### src/rtl/fetch_prefetch_if.sv
// fetch_prefetch_if
//   Bundles the fetch front end's memory-side and decode-side signals.
//   master : the fetch unit (drives imem_req/imem_addr and the decode outputs)
//   slave  : the surrounding core or memory (drives imem_data, redirect, inst_ready)
// Ports (all carried in the interface):
//   imem_req, imem_addr, imem_data      instruction memory request/response
//   redirect, redirect_pc               taken branch/jump from execute
//   inst, inst_pc, inst_pcinc           head instruction presented to decode
//   inst_valid, inst_ready              decode handshake
//   count                               queue occupancy
interface fetch_prefetch_if #(
  parameter int DEPTH = 4
);
  localparam int CW = $clog2(DEPTH) + 1;

  logic          imem_req;
  logic [7:0]    imem_addr;
  logic [15:0]   imem_data;
  logic          redirect;
  logic [7:0]    redirect_pc;
  logic [15:0]   inst;
  logic [7:0]    inst_pc;
  logic [7:0]    inst_pcinc;
  logic          inst_valid;
  logic          inst_ready;
  logic [CW-1:0] count;

  modport master (
    output imem_req, imem_addr, inst, inst_pc, inst_pcinc, inst_valid, count,
    input  imem_data, redirect, redirect_pc, inst_ready
  );

  modport slave (
    input  imem_req, imem_addr, inst, inst_pc, inst_pcinc, inst_valid, count,
    output imem_data, redirect, redirect_pc, inst_ready
  );
endinterface

### src/rtl/fetch_prefetch_unit.sv
// fetch_prefetch_unit
//   Instruction fetch front end. Owns the fetch PC, issues addresses to a
//   synchronous (1-cycle latency) 256x16 instruction memory, buffers returned
//   words with their PCs in a DEPTH-entry queue and hands them to decode over a
//   valid/ready handshake. A redirect flushes the queue, squashes the in-flight
//   fetch and reloads the fetch PC.
// Ports:
//   clk  rising-edge clock
//   rst  asynchronous active-high reset
//   bus  fetch_prefetch_if.master (memory request/response, redirect, decode side)
module fetch_prefetch_unit #(
  parameter int         DEPTH    = 4,
  parameter logic [7:0] RESET_PC = 8'h00
) (
  input  logic                    clk,
  input  logic                    rst,
  fetch_prefetch_if.master        bus
);

  localparam int PW = $clog2(DEPTH);
  localparam int CW = PW + 1;
  localparam logic [CW:0] DEPTH_V = (CW + 1)'(DEPTH);

  logic [7:0]    fpc;
  logic          inflight;
  logic [7:0]    inflight_pc;
  logic [15:0]   q_inst [DEPTH];
  logic [7:0]    q_pc   [DEPTH];
  logic [PW-1:0] head;
  logic [PW-1:0] tail;
  logic [CW-1:0] count;

  logic          issue;
  logic          push;
  logic          pop;
  logic          valid;
  logic [CW:0]   occupancy;

  // Occupancy counts the in-flight word as well, so a response always has a
  // free slot waiting for it and a push into a full queue cannot happen.
  always_comb begin
    occupancy = {1'b0, count} + {{CW{1'b0}}, inflight};
    valid     = (count != '0);
    issue     = !rst && !bus.redirect && (occupancy < DEPTH_V);
    push      = inflight && !bus.redirect;
    pop       = valid && bus.inst_ready && !bus.redirect;
  end

  always_ff @(posedge clk or posedge rst) begin
    if (rst) begin
      fpc         <= RESET_PC;
      inflight    <= 1'b0;
      inflight_pc <= 8'h00;
      head        <= '0;
      tail        <= '0;
      count       <= '0;
      for (int i = 0; i < DEPTH; i++) begin
        q_inst[i] <= 16'h0000;
        q_pc[i]   <= 8'h00;
      end
    end else if (bus.redirect) begin
      // Any word returning this cycle belongs to the squashed path and is dropped.
      fpc      <= bus.redirect_pc;
      inflight <= 1'b0;
      head     <= '0;
      tail     <= '0;
      count    <= '0;
    end else begin
      inflight <= issue;
      if (issue) begin
        inflight_pc <= fpc;
        fpc         <= fpc + 8'd1;
      end
      if (push) begin
        q_inst[tail] <= bus.imem_data;
        q_pc[tail]   <= inflight_pc;
        tail         <= tail + PW'(1);
      end
      if (pop) begin
        head <= head + PW'(1);
      end
      case ({push, pop})
        2'b10:   count <= count + CW'(1);
        2'b01:   count <= count - CW'(1);
        default: count <= count;
      endcase
    end
  end

  // Stale storage stays behind after a flush, so the head view is forced to
  // zero whenever the queue is empty.
  assign bus.imem_req   = issue;
  assign bus.imem_addr  = fpc;
  assign bus.inst_valid = valid;
  assign bus.inst       = valid ? q_inst[head] : 16'h0000;
  assign bus.inst_pc    = valid ? q_pc[head] : 8'h00;
  assign bus.inst_pcinc = valid ? (q_pc[head] + 8'd1) : 8'h00;
  assign bus.count      = count;

endmodule
### src/flat_wrapper.sv
// flat-port wrapper written by rule: the top's interface ports become plain ports
module fetch_prefetch_unit_flat 
#(
  parameter int         DEPTH    = 4,
  parameter logic [7:0] RESET_PC = 8'h00
)
  (clk, rst, bus_imem_req, bus_imem_addr, bus_inst, bus_inst_pc, bus_inst_pcinc, bus_inst_valid, bus_count, bus_imem_data, bus_redirect, bus_redirect_pc, bus_inst_ready);
  fetch_prefetch_if #(.DEPTH(DEPTH)) bus_i ();
  input  logic clk;
  input  logic rst;
  output wire logic [$bits(bus_i.imem_req)-1:0] bus_imem_req;
  output wire logic [$bits(bus_i.imem_addr)-1:0] bus_imem_addr;
  output wire logic [$bits(bus_i.inst)-1:0] bus_inst;
  output wire logic [$bits(bus_i.inst_pc)-1:0] bus_inst_pc;
  output wire logic [$bits(bus_i.inst_pcinc)-1:0] bus_inst_pcinc;
  output wire logic [$bits(bus_i.inst_valid)-1:0] bus_inst_valid;
  output wire logic [$bits(bus_i.count)-1:0] bus_count;
  input wire logic [$bits(bus_i.imem_data)-1:0] bus_imem_data;
  input wire logic [$bits(bus_i.redirect)-1:0] bus_redirect;
  input wire logic [$bits(bus_i.redirect_pc)-1:0] bus_redirect_pc;
  input wire logic [$bits(bus_i.inst_ready)-1:0] bus_inst_ready;
  assign bus_imem_req = bus_i.imem_req;
  assign bus_imem_addr = bus_i.imem_addr;
  assign bus_inst = bus_i.inst;
  assign bus_inst_pc = bus_i.inst_pc;
  assign bus_inst_pcinc = bus_i.inst_pcinc;
  assign bus_inst_valid = bus_i.inst_valid;
  assign bus_count = bus_i.count;
  assign bus_i.imem_data = bus_imem_data;
  assign bus_i.redirect = bus_redirect;
  assign bus_i.redirect_pc = bus_redirect_pc;
  assign bus_i.inst_ready = bus_inst_ready;
  fetch_prefetch_unit #(.DEPTH(DEPTH), .RESET_PC(RESET_PC)) u_core (.clk(clk), .rst(rst), .bus(bus_i));
endmodule
### config.mk
export PLATFORM = sky130hd
export DESIGN_NAME = fetch_prefetch_unit_flat
export DESIGN_NICKNAME = d
export VERILOG_FILES = /design/src/rtl/fetch_prefetch_if.sv /design/src/rtl/fetch_prefetch_unit.sv /design/src/flat_wrapper.sv
export SDC_FILE = /design/constraint.sdc
export NUM_CORES = 1
export LEC_CHECK = 0
export BUFFER_PORTS_ARGS = -buffer_cell sky130_fd_sc_hd__buf_2
export CORE_MARGIN = 1
export CORE_UTILIZATION = 40
export DETAILED_ROUTE_END_ITERATION = 8
export RECOVER_POWER = 25
export SETUP_SLACK_MARGIN = 0.5
export SYNTH_ARGS = -nofsm -noshare
export SYNTH_HDL_FRONTEND = slang
export SYNTH_SLANG_ARGS = --single-unit
### constraint.sdc
create_clock -name clk -period 4.4 [get_ports clk]
set_input_delay 0.44 -clock clk [delete_from_list [all_inputs] [get_ports clk]]
set_output_delay 0.44 -clock clk [all_outputs]
set_load 0.05 [all_outputs]
==> results.ini, run 1 <==
[sta]
period_needed_ns = 3.33
final_max_slew_viol_count = 56
period_share = 0.756
worst_slew_pin_slew_ns = 2.43
max_freq_mhz = 301
setup_tns_ns = 0
finalSetupViolations = 0
grt_setup_unrepaired = false
worst_slew_margin_rel = -0.631
clock_skew_ns = 0.00941
report.final.hold_viol_count = 0

[layout]
final-seq-area_sq_um = 3000
fill_cells = 1232
nNetsFinal = 525
final_layout_size_suffix_gt1_frac = 0.437
area_growth_pct = 21.1
fin_area_sq_um = 6860
multi_input_area_sq_um = 2510
antennaDiodeCount = 0

[cts]
numCtsBuffers = 17
cts.clk_slew.worst_paths_ns = 0.05
cts_buffer_depth = 2
clock_latency_ns = 0.42
cts_resized = 0
postCtsSetupRepairBufs = 0
cts_max_level = 4
cts_hold_buf = 0
cts_tree = built
clkSinkCount = 120
cts_root_buffer = clkbuf_16

[critical_path]
r2r-start = u_core.inflight
crit_type = reg -> out
reg2reg_depth = 5
path_max_fanout = 18
startpoint_type = flop
r2r_slack_ns = 2.02
required_ns = 3.96
worst_setup_path_end_kind = output pin
r2r_end = u_core.bus.imem_addr[6]
cp.arrival_ns = 2.89

[die]
dieArea_sq_um = 14600
fp.coreArea_sq_um = 13800
pin_count = 73
start_util = 0.409
rows = 43
die_w_um = 121
dieHeight_um = 121

[logic_synthesis]
synth_area_sq_um = 5660
syn_inst = 411
post_synth_main_area_contributors = dfrtp_1 (53%), mux2_2 (19%), mux4_2 (5.2%), mux4_1 (5.1%), and2_1 (2.8%)
syn_nets = 446
synth-edff-count = 0
ys_ff_latch = 120
yosysSeqAreaShare = 0.531
post_synth.cell_area_avg_sq_um = 13.8
synth_top_area_cell = dfrtp_1
synth-main-ff-cell = dfrtp_1
yosysWarnings = 0
synthDistinctLibCells = 36
async_flop_share = 1.00
yosysTopAreaCellShare = 0.531

[place]
dp_hpwl_um = 7990
placed_area_sq_um = 6210
gp_congestion = 0.780
numPortBuffers = 72

[pwr]
leakage_nw = 3.34
p_sw_mw = 1.88
internal-power_mw = 3.15
p_comb_frac = 0.368
p_sw_frac = 0.373
p_clk_frac = 0.304
seqPwrFrac = 0.328
p_per_area_nw_per_um2 = 733
max-vdd-ir-drop_mv = 0.290

[global_route]
grt_pass1_vias = 3782
grtUsageTotal = 0.182
grt_pass1_wl_um = 19600
grt_max_degree = 56
grt-ovfl-total = 0
antenna_found_initial = 0

[worst_hold_path]
worstHoldStart = bus_redirect_pc[6]
hp-class = in -> reg
holdPathEnd = u_core.bus.imem_addr[6]
hold_path_depth = 2

[drt]
wl_per_cell_um = 17.5
routed_wl_um = 11900
dr.pass1.iters = 4
ant_nets = 0
drtIter0Drc = 171
via_per_inst = 5.22
num_vias = 3562
drc_errors = 0

[outcome]
run_status = finished, violations left
violations = max-capacitance violations, max-slew violations

[run]
cap_violations = 1

[flip-flops by register name, summed over array words and instances, names as in the netlist]
name	cells
u_core.inflight	1
u_core.bus.count	3
u_core.q_inst	64
u_core.tail	2
u_core.bus.imem_addr	8
u_core.head	2
u_core.q_pc	32
u_core.inflight_pc	8
[cell families after synthesis]
| logic type | share of synthesized area |
|---|---|
| AOI/OAI and AO/OA | 0.0294 |
| muxes | 0.297 |
| DFF | 0.531 |
| xor gates and xnor gates | 0.0108 |
| adders and majority gates | 0.0168 |
| and+or+nand+nor | 0.0891 |
| buffers and inverters | 0.0261 |
[stage by stage]
stage	hold WS, ns	setup slack [ns]	power [mW]	std cells	util
final	0.259	1.07	5.03	683	0.496
after global routing	0.244	0.901	5.28	683	0.496
after CTS	0.152	1.03	5.08	683	0.496
after detailed placement	0.487	1.49	3.54	651	0.449
after global placement	0.478	1.52	3.49	651	0.449
after floorplan	0.470	0.774	3.07	411	-
[critical path, stage by stage, from the launching register on]
cell,delay [ns]
dfrtp_1,0.88
mux4_1,0.42
ha_1,0.25
inv_1,0.06
or4_1,0.52
nand2_1,0.07
buf_2,0.25
[cell usage in the layout, fill, tap and decap left out, drive strengths merged]
| master | synthesis | final |
|---|---|---|
| xor2 | 5 | 5 |
| mux4 | 24 | 24 |
| clkinv | 0 | 3 |
| nor2 | 11 | 11 |
| nand3 | 9 | 9 |
| mux2 | 96 | 96 |
| nor2b | 1 | 1 |
| xnor2 | 2 | 2 |
| clkinvlp | 0 | 1 |
| nand4 | 1 | 1 |
| a22oi | 1 | 1 |
| o31a | 1 | 1 |
| or3 | 1 | 1 |
| and3 | 3 | 3 |
| clkbuf | 6 | 26 |
| a21oi | 4 | 4 |
| a31oi | 4 | 4 |
| nor3b | 3 | 3 |
| and2 | 25 | 25 |
| nor3 | 7 | 7 |
| bufinv | 0 | 5 |
| nand3b | 1 | 1 |
| nor4 | 1 | 1 |
| o21ai | 6 | 6 |
| mux2i | 2 | 2 |
| dfrtp | 120 | 120 |
| or4 | 2 | 2 |
| nand2 | 35 | 35 |
| or2 | 1 | 1 |
| buf | 16 | 80 |
| ha | 6 | 6 |
| fa | 1 | 1 |
| inv | 8 | 7 |
| o31ai | 1 | 1 |
| a21o | 1 | 1 |
| a221o | 6 | 6 |
[worst max path at each step]
stage                    from                   to  slack (ns)  cells past startpoint
6_report       u_core.head[1]    bus_inst_pcinc[6]        1.07                      6
5_1_grt        u_core.head[1]    bus_inst_pcinc[6]        0.90                      6
4_1_cts        u_core.head[1]    bus_inst_pcinc[6]        1.03                      6
3_5_place_dp   u_core.head[0]    bus_inst_pcinc[6]        1.49                      5
3_3_place_gp   u_core.head[0]    bus_inst_pcinc[6]        1.52                      5
2_1_floorplan             rst  u_core.bus.count[0]        0.77                      1
[power groups by stage]
stage                     logic, mW  registers [mW]  clock network, mW
after floorplan                1.43            1.64                  0
after global placement         1.84            1.65                  0
after detailed placement       1.87            1.67                  0
after CTS                      1.87            1.65               1.56
after global routing           1.98            1.69               1.60
final                          1.85            1.65               1.53
[synth_stat cells (all sizes together) (2+ instances only)]
library cell and n:
mux2 96, nor3 7, and3 3, xnor2 2, nor2 11, xor2 5, o21ai 6, nand3 9
inv 8, mux2i 2, a31oi 4, clkbuf 6, or4 2, a21oi 4, mux4 24, nor3b 3
buf 16, nand2 35, ha 6, and2 25, a221o 6, dfrtp 120
[per-layer routing]
layer	part of all wire	vias up	global-route usage
li1	-	1657	-
met3	0.039	15	0.0597
met4	0.014	0	0.0656
met2	0.49	75	0.284
met5	0	-	0
met1	0.46	1815	0.235
[cell type report]
type,instances,area share
inverters,8,0.00456
flip-flops and latches,120,0.438
repair buffers,82,0.0628
multi-input cells,261,0.366
clock buffers,24,0.0717
clock inverters,8,0.0241
well taps,180,0.0328
Power figures use the tool's default switching activity.
==> run 2: changes to the inputs <==
Clock period 4.4 ns to 2.8 ns, I/O delays scaled along.
==> results.ini, run 2 (synthesis gave the netlist of run 1 again) <==
[global_route]
antenna_found_initial = 0  ; unchanged
grt_max_degree = 63  ; was 56
grt-ovfl-total = 0  ; unchanged
grt_pass1_vias = 3904  ; was 3,782
met3_usage = 0.0484  ; was 0.0597
grt_pass1_wl_um = 20800  ; was 19,600 um
grtUsageMet2 = 0.291  ; was 0.284
grt.busiest_layer = met2  ; unchanged
grt.met1_usage = 0.256  ; was 0.235
grtUsageTotal = 0.188  ; was 0.182

[cts]
cts.clk_slew.worst_paths_ns = 0.06  ; was 0.05 ns
clock_latency_ns = 0.41  ; was 0.42 ns
cts_tree = built  ; unchanged
cts_hold_buf = 0  ; unchanged
cts_max_level = 4  ; unchanged
clkSinkCount = 120  ; unchanged
cts_root_buffer = clkbuf_16  ; unchanged
numCtsBuffers = 17  ; unchanged
cts_buffer_depth = 2  ; unchanged

[pwr]
p_sw_mw = 3.16  ; was 1.88 mW
total_power_mw = 8.45  ; was 5.03 mW
p_clk_frac = 0.248  ; was 0.304
internal-power_mw = 5.29  ; was 3.15 mW
p_sw_frac = 0.374  ; was 0.373
max-vdd-ir-drop_mv = 0.516  ; was 0.290 mV
leakage_nw = 3.47  ; was 3.34 nW
seqPwrFrac = 0.306  ; was 0.328
p_comb_frac = 0.446  ; was 0.368
p_per_area_nw_per_um2 = 1160  ; was 733 nW/um^2

[die]
dieArea_sq_um = 14600  ; unchanged
die_w_um = 121  ; unchanged
dieHeight_um = 121  ; unchanged
start_util = 0.409  ; unchanged
fp.coreArea_sq_um = 13800  ; unchanged
pin_count = 73  ; unchanged
rows = 43  ; unchanged

[sta]
setup_tns_ns = 0  ; unchanged
report.final.hold_viol_count = 0  ; unchanged
final_max_slew_viol_count = 40  ; was 56
finalSetupViolations = 0  ; unchanged
period_share = 0.932
clock_skew_ns = 0.00964  ; was 0.00941 ns
max_freq_mhz = 383
worst_slew_pin_slew_ns = 1.77  ; was 2.43 ns
worst_slack_ns = 0.191  ; was 1.07 ns
grt_setup_unrepaired = true  ; was false
period_needed_ns = 2.61
worst_slew_margin_rel = -0.190  ; was -0.631

[critical_path]
startpoint_type = flop  ; unchanged
cp.arrival_ns = 2.33  ; was 2.89 ns
worst_setup_path_end_kind = output pin  ; unchanged
max_stage_delay_ns = 0.43  ; was 0.88 ns
cp_slowest_cell = dfrtp_2  ; was dfrtp_1
r2r-start = u_core.bus.count[0]  ; was u_core.inflight
path_max_fanout = 5  ; was 18
r2r_slack_ns = 0.80  ; was 2.02 ns
critical_path.cell_chain = buf_4 > mux4_2 > buf_12 > ha_4 > inv_1 > or4_1 > nand2_2 > buf_8  ; was mux4_1 > ha_1 > inv_1 > or4_1 > nand2_1 > buf_2
reg2reg_depth = 7  ; was 5
required_ns = 2.52  ; was 3.96 ns
r2r_end = u_core.bus.count[2]  ; was u_core.bus.imem_addr[6]
crit_type = reg -> out  ; unchanged

[place]
gp_congestion = 0.774  ; was 0.780
dp_hpwl_um = 8310  ; was 7990 um
detailedPlace.worstSlack_ns = 0.405  ; was 1.49 ns
placed_area_sq_um = 6310  ; was 6210 sq um
numPortBuffers = 72  ; unchanged

[worst_hold_path]
worstHoldStart = bus_redirect_pc[2]  ; was bus_redirect_pc[6]
holdPathEnd = u_core.bus.imem_addr[2]  ; was u_core.bus.imem_addr[6]
hold_path_depth = 2  ; unchanged
hp-class = in -> reg  ; unchanged

[drt]
drtIter0Drc = 183  ; was 171
wl_per_cell_um = 17.7  ; was 17.5 um
dr.pass1.iters = 4  ; unchanged
via_per_inst = 5.25  ; was 5.22
num_vias = 3730  ; was 3,562
routed_wl_um = 12600  ; was 11,900 um
ant_nets = 0  ; unchanged
drc_errors = 0  ; unchanged

[outcome]
violations = max-capacitance violations, max-slew violations  ; unchanged
run_status = finished, violations left  ; unchanged

[run]
cap_violations = 1  ; unchanged

[layout]
final_cell_mix = dfrtp_1 (116), mux2_2 (96), buf_2 (46)  ; was dfrtp_1 (120), mux2_2 (96), buf_2 (71)
antennaDiodeCount = 0  ; unchanged
nNetsFinal = 552  ; was 525
largest_reg_flops = 64  ; unchanged
layout_commonest_cell = dfrtp_1  ; unchanged
fin_area_sq_um = 7280  ; was 6860 sq um
area_growth_pct = 28.6  ; was 21.1%
largest_register = u_core.q_inst  ; unchanged
final_layout_size_suffix_gt1_frac = 0.532  ; was 0.437
final_core_util = 0.527  ; was 0.496
top_regs = u_core.q_inst x64, u_core.q_pc x32  ; unchanged

## run 2: changes by cell type in the layout (fill, tap and decap cells not counted), sizes merged
cell | previous run | this run
clkinv | 3 | 8
clkinvlp | 1 | 2
inv | 7 | 6
buf | 80 | 105
bufinv | 5 | 2
## run 2: power groups by stage
stage	registers (mW)	logic [mW]	clock network, mW
detailed placement	2.60	3.03	0
global placement	2.58	2.99	0
finish	2.59	3.77	2.09
floorplan	2.58	2.28	0
CTS	2.59	3.40	2.14
global route	2.66	4.00	2.22
## run 2: worst max-delay path by stage
stage,from,endpoint,slack (ns),depth (start not counted)
after CTS,u_core.head[0],bus_inst_pcinc[7],0.20,6
final,u_core.head[0],bus_inst_pcinc[6],0.19,8
after global routing,u_core.head[0],bus_inst_pcinc[6],0.12,6
after global placement,u_core.head[0],bus_inst_pcinc[6],0.42,5
after detailed placement,u_core.head[0],bus_inst_pcinc[6],0.40,5
after floorplan,u_core.bus.count[2],bus_inst_pcinc[7],0.51,5
## run 2: what timing repair did
item / CTS / global route
pin swaps: 7 / 6
resized for setup: 56 / 43
setup buffers: 8 / 13
cloned: 0 / 0
setup endpoints to repair: 28 / 30
## run 2: worst max-delay path: cells and delay by family, from the launching register on
kind                       cells  cell delay, ns
adders and majority gates      1            0.16
buffers and inverters          4            0.44
DFF                            1            0.43
muxes                          1            0.38
and+or+nand+nor                2            0.50
## run 2: layout make-up
cell class / instances / area (sq um)
Fill cell: 1193 / 6550
Sequential cell: 120 / 3010
Multi-Input combinational cell: 261 / 2560
Timing Repair Buffer: 109 / 882
Clock buffer: 22 / 474
Tap cell: 180 / 225
Clock inverter: 10 / 100
Inverter: 8 / 35.0
## run 2: per-stage QoR
| stage | hold slack, ns | cells |
|---|---|---|
| floorplan | 0.425 | 411 |
| CTS | 0.0893 | 697 |
| finish | 0.109 | 710 |
| detailed placement | 0.488 | 657 |
| global route | 0.101 | 710 |
| global placement | 0.480 | 657 |
## run 2: per-layer routing
metal  up-vias  wire length [um]
li1       1709                 -
met1      1937              5890
met2        78              6160
met3         6               436
met4         0                87
met5         -                 0
==> run 3: changes to the inputs <==
Settings changed: CELL_PAD_IN_SITES_DETAIL_PLACEMENT set to 1, CELL_PAD_IN_SITES_GLOBAL_PLACEMENT set to 2, CORE_ASPECT_RATIO set to 0.9, CORE_UTILIZATION 40 to 36, PLACE_DENSITY_LB_ADDON set to 0.1.
==> results.ini, run 3 (synthesis gave the netlist of run 1 again) <==
[critical_path]
worst_setup_path_end_kind = output pin  ; unchanged
startpoint_type = flop  ; unchanged
cp_slowest_cell = or4_4  ; was dfrtp_2
critical_path.cell_chain = mux4_2 > nand4_1 > or4_4 > nand2_2 > buf_8  ; was buf_4 > mux4_2 > buf_12 > ha_4 > inv_1 > or4_1 > nand2_2 > buf_8
cp.arrival_ns = 2.35  ; was 2.33 ns
path_max_fanout = 8  ; was 5
max_stage_delay_ns = 0.58  ; was 0.43 ns
crit_type = reg -> out  ; unchanged
required_ns = 2.52  ; about the same

[worst_hold_path]
hp-class = in -> reg  ; unchanged

[layout]
area_growth_pct = 34.5  ; was 28.6%
nNetsFinal = 552  ; unchanged
antennaDiodeCount = 0  ; unchanged
final_layout_size_suffix_gt1_frac = 0.572  ; was 0.532
final_core_util = 0.495  ; was 0.527
largest_register = u_core.q_inst  ; unchanged
final_cell_mix = dfrtp_1 (117), mux2_2 (96), buf_2 (41)  ; was dfrtp_1 (116), mux2_2 (96), buf_2 (46)
layout_commonest_cell = dfrtp_1  ; unchanged
fin_area_sq_um = 7610  ; was 7280 sq um
largest_reg_flops = 64  ; unchanged
top_regs = u_core.q_inst x64, u_core.q_pc x32  ; unchanged

[die]
pin_count = 73  ; unchanged
dieArea_sq_um = 16200  ; was 14,600 sq um
die_w_um = 134  ; was 121 um
rows = 43  ; unchanged
start_util = 0.368  ; was 0.409
fp.coreArea_sq_um = 15400  ; was 13,800 sq um
dieHeight_um = 121  ; unchanged

[drt]
via_per_inst = 5.09  ; was 5.25
dr.pass1.iters = 4  ; unchanged
num_vias = 3729  ; was 3,730
drc_errors = 0  ; unchanged
routed_wl_um = 14000  ; was 12,600 um
wl_per_cell_um = 19.2  ; was 17.7 um
drtIter0Drc = 90  ; was 183
ant_nets = 0  ; unchanged

[sta]
grt_setup_unrepaired = true  ; unchanged
worst_slew_pin_slew_ns = 1.55  ; was 1.77 ns
hold_ws_ns = 0.114  ; was 0.109 ns
worst_slew_margin_rel = -0.0381  ; was -0.190
report.final.hold_viol_count = 0  ; unchanged
period_needed_ns = 2.63  ; was 2.61 ns
setup_tns_ns = 0  ; unchanged
finalSetupViolations = 0  ; unchanged
period_share = 0.941  ; was 0.932
final_max_slew_viol_count = 36  ; was 40
max_freq_mhz = 380  ; was 383 MHz
clock_skew_ns = 0.00750  ; was 0.00964 ns

[pwr]
total_power_mw = 9.22  ; was 8.45 mW
max-vdd-ir-drop_mv = 0.681  ; was 0.516 mV
leakage_nw = 3.57  ; was 3.47 nW
p_per_area_nw_per_um2 = 1210  ; was 1160 nW/um^2

[place]
gp_congestion = 0.759  ; was 0.774
numPortBuffers = 72  ; unchanged
placed_area_sq_um = 6350  ; was 6310 sq um
dp_hpwl_um = 8910  ; was 8310 um

[cts]
numCtsBuffers = 17  ; unchanged
cts_max_level = 4  ; unchanged
cts_root_buffer = clkbuf_16  ; unchanged
clkSinkCount = 120  ; unchanged
clock_latency_ns = 0.41  ; about the same
cts.clk_slew.worst_paths_ns = 0.05  ; was 0.06 ns
cts_buffer_depth = 2  ; unchanged
cts_tree = built  ; unchanged
cts_hold_buf = 0  ; unchanged

[global_route]
grtUsageTotal = 0.191  ; was 0.188
grt_max_degree = 52  ; was 63
grt_pass1_wl_um = 23100  ; was 20,800 um
antenna_found_initial = 0  ; unchanged
grt-ovfl-total = 0  ; unchanged
grt_pass1_vias = 4143  ; was 3,904

[outcome]
violations = max-capacitance violations, max-slew violations  ; unchanged
run_status = finished, violations left  ; unchanged

[run]
cap_violations = 1  ; unchanged

==> run 3: cell types whose count changed in the layout (fill, tap and decap cells not counted), moves of 5 or more <==
cell,delta
buf_4,-8
and2_1,-14
clkinv_2,-6
buf_2,-5
buf_6,+6
bufinv_16,+5
and2_4,+14
buf_8,+6
==> run 3: metal layers <==
| layer | wire length [um] | vias up | GRT usage |
|---|---|---|---|
| met5 | 0 | - | 0 |
| met4 | 146 | 0 | 0.0548 |
| met3 | 435 | 11 | 0.0472 |
| met2 | 6850 | 66 | 0.303 |
| met1 | 6590 | 1943 | 0.260 |
| li1 | - | 1709 | - |
==> run 3: worst paths after layout <==
kind / start / end / slack [ns] / cells after the start
worst max-delay path: u_core.head[0] / bus_inst_pcinc[7] / 0.17 / 5
worst min-delay path: bus_redirect_pc[4] / u_core.bus.imem_addr[4] / 0.11 / 2
worst max register to register: u_core.bus.count[0] / u_core.bus.count[2] / 0.87 / 6
worst min register to register: u_core.q_inst[8] / u_core.q_inst[8] / 0.50 / 1
max in group asynchronous: rst / u_core.q_inst[0] / 0.68 / 3
min in group asynchronous: rst / u_core.bus.count[1] / 0.24 / 2
==> run 3: per-stage QoR <==
stage,cells,setup slack [ns]
2_1_floorplan,411,0.506
3_3_place_gp,679,0.415
3_5_place_dp,679,0.382
4_1_cts,727,0.178
5_1_grt,732,0.0777
6_report,732,0.166
==> run 3: area by class of cell <==
class | count | area (sq um)
flip-flops and latches | 120 | 3010
clock buffers | 20 | 467
well taps | 202 | 253
multi-input cells | 261 | 2620
repair buffers | 109 | 992
clock inverters | 12 | 244
inverters | 8 | 31.3
fillers | 1591 | 7770
==> run 3: what timing repair did <==
action,CTS,global route
pin swaps,11,7
gates cloned,1,0
gates resized for setup,108,33
setup endpoints to repair,29,33
setup buffers,15,5
==> run 3: power breakdown <==
part,internal [mW],switching [mW]
clock network,1.83,0.780
registers,2.23,0.390
logic,1.83,2.16
==> run 3: critical path, delay by kind of cell (launching register included) <==
family	cells	cell delay, ns
buffers and inverters	1	0.14
AND/OR/NAND/NOR	3	0.88
flip-flops	1	0.50
multiplexers	1	0.43
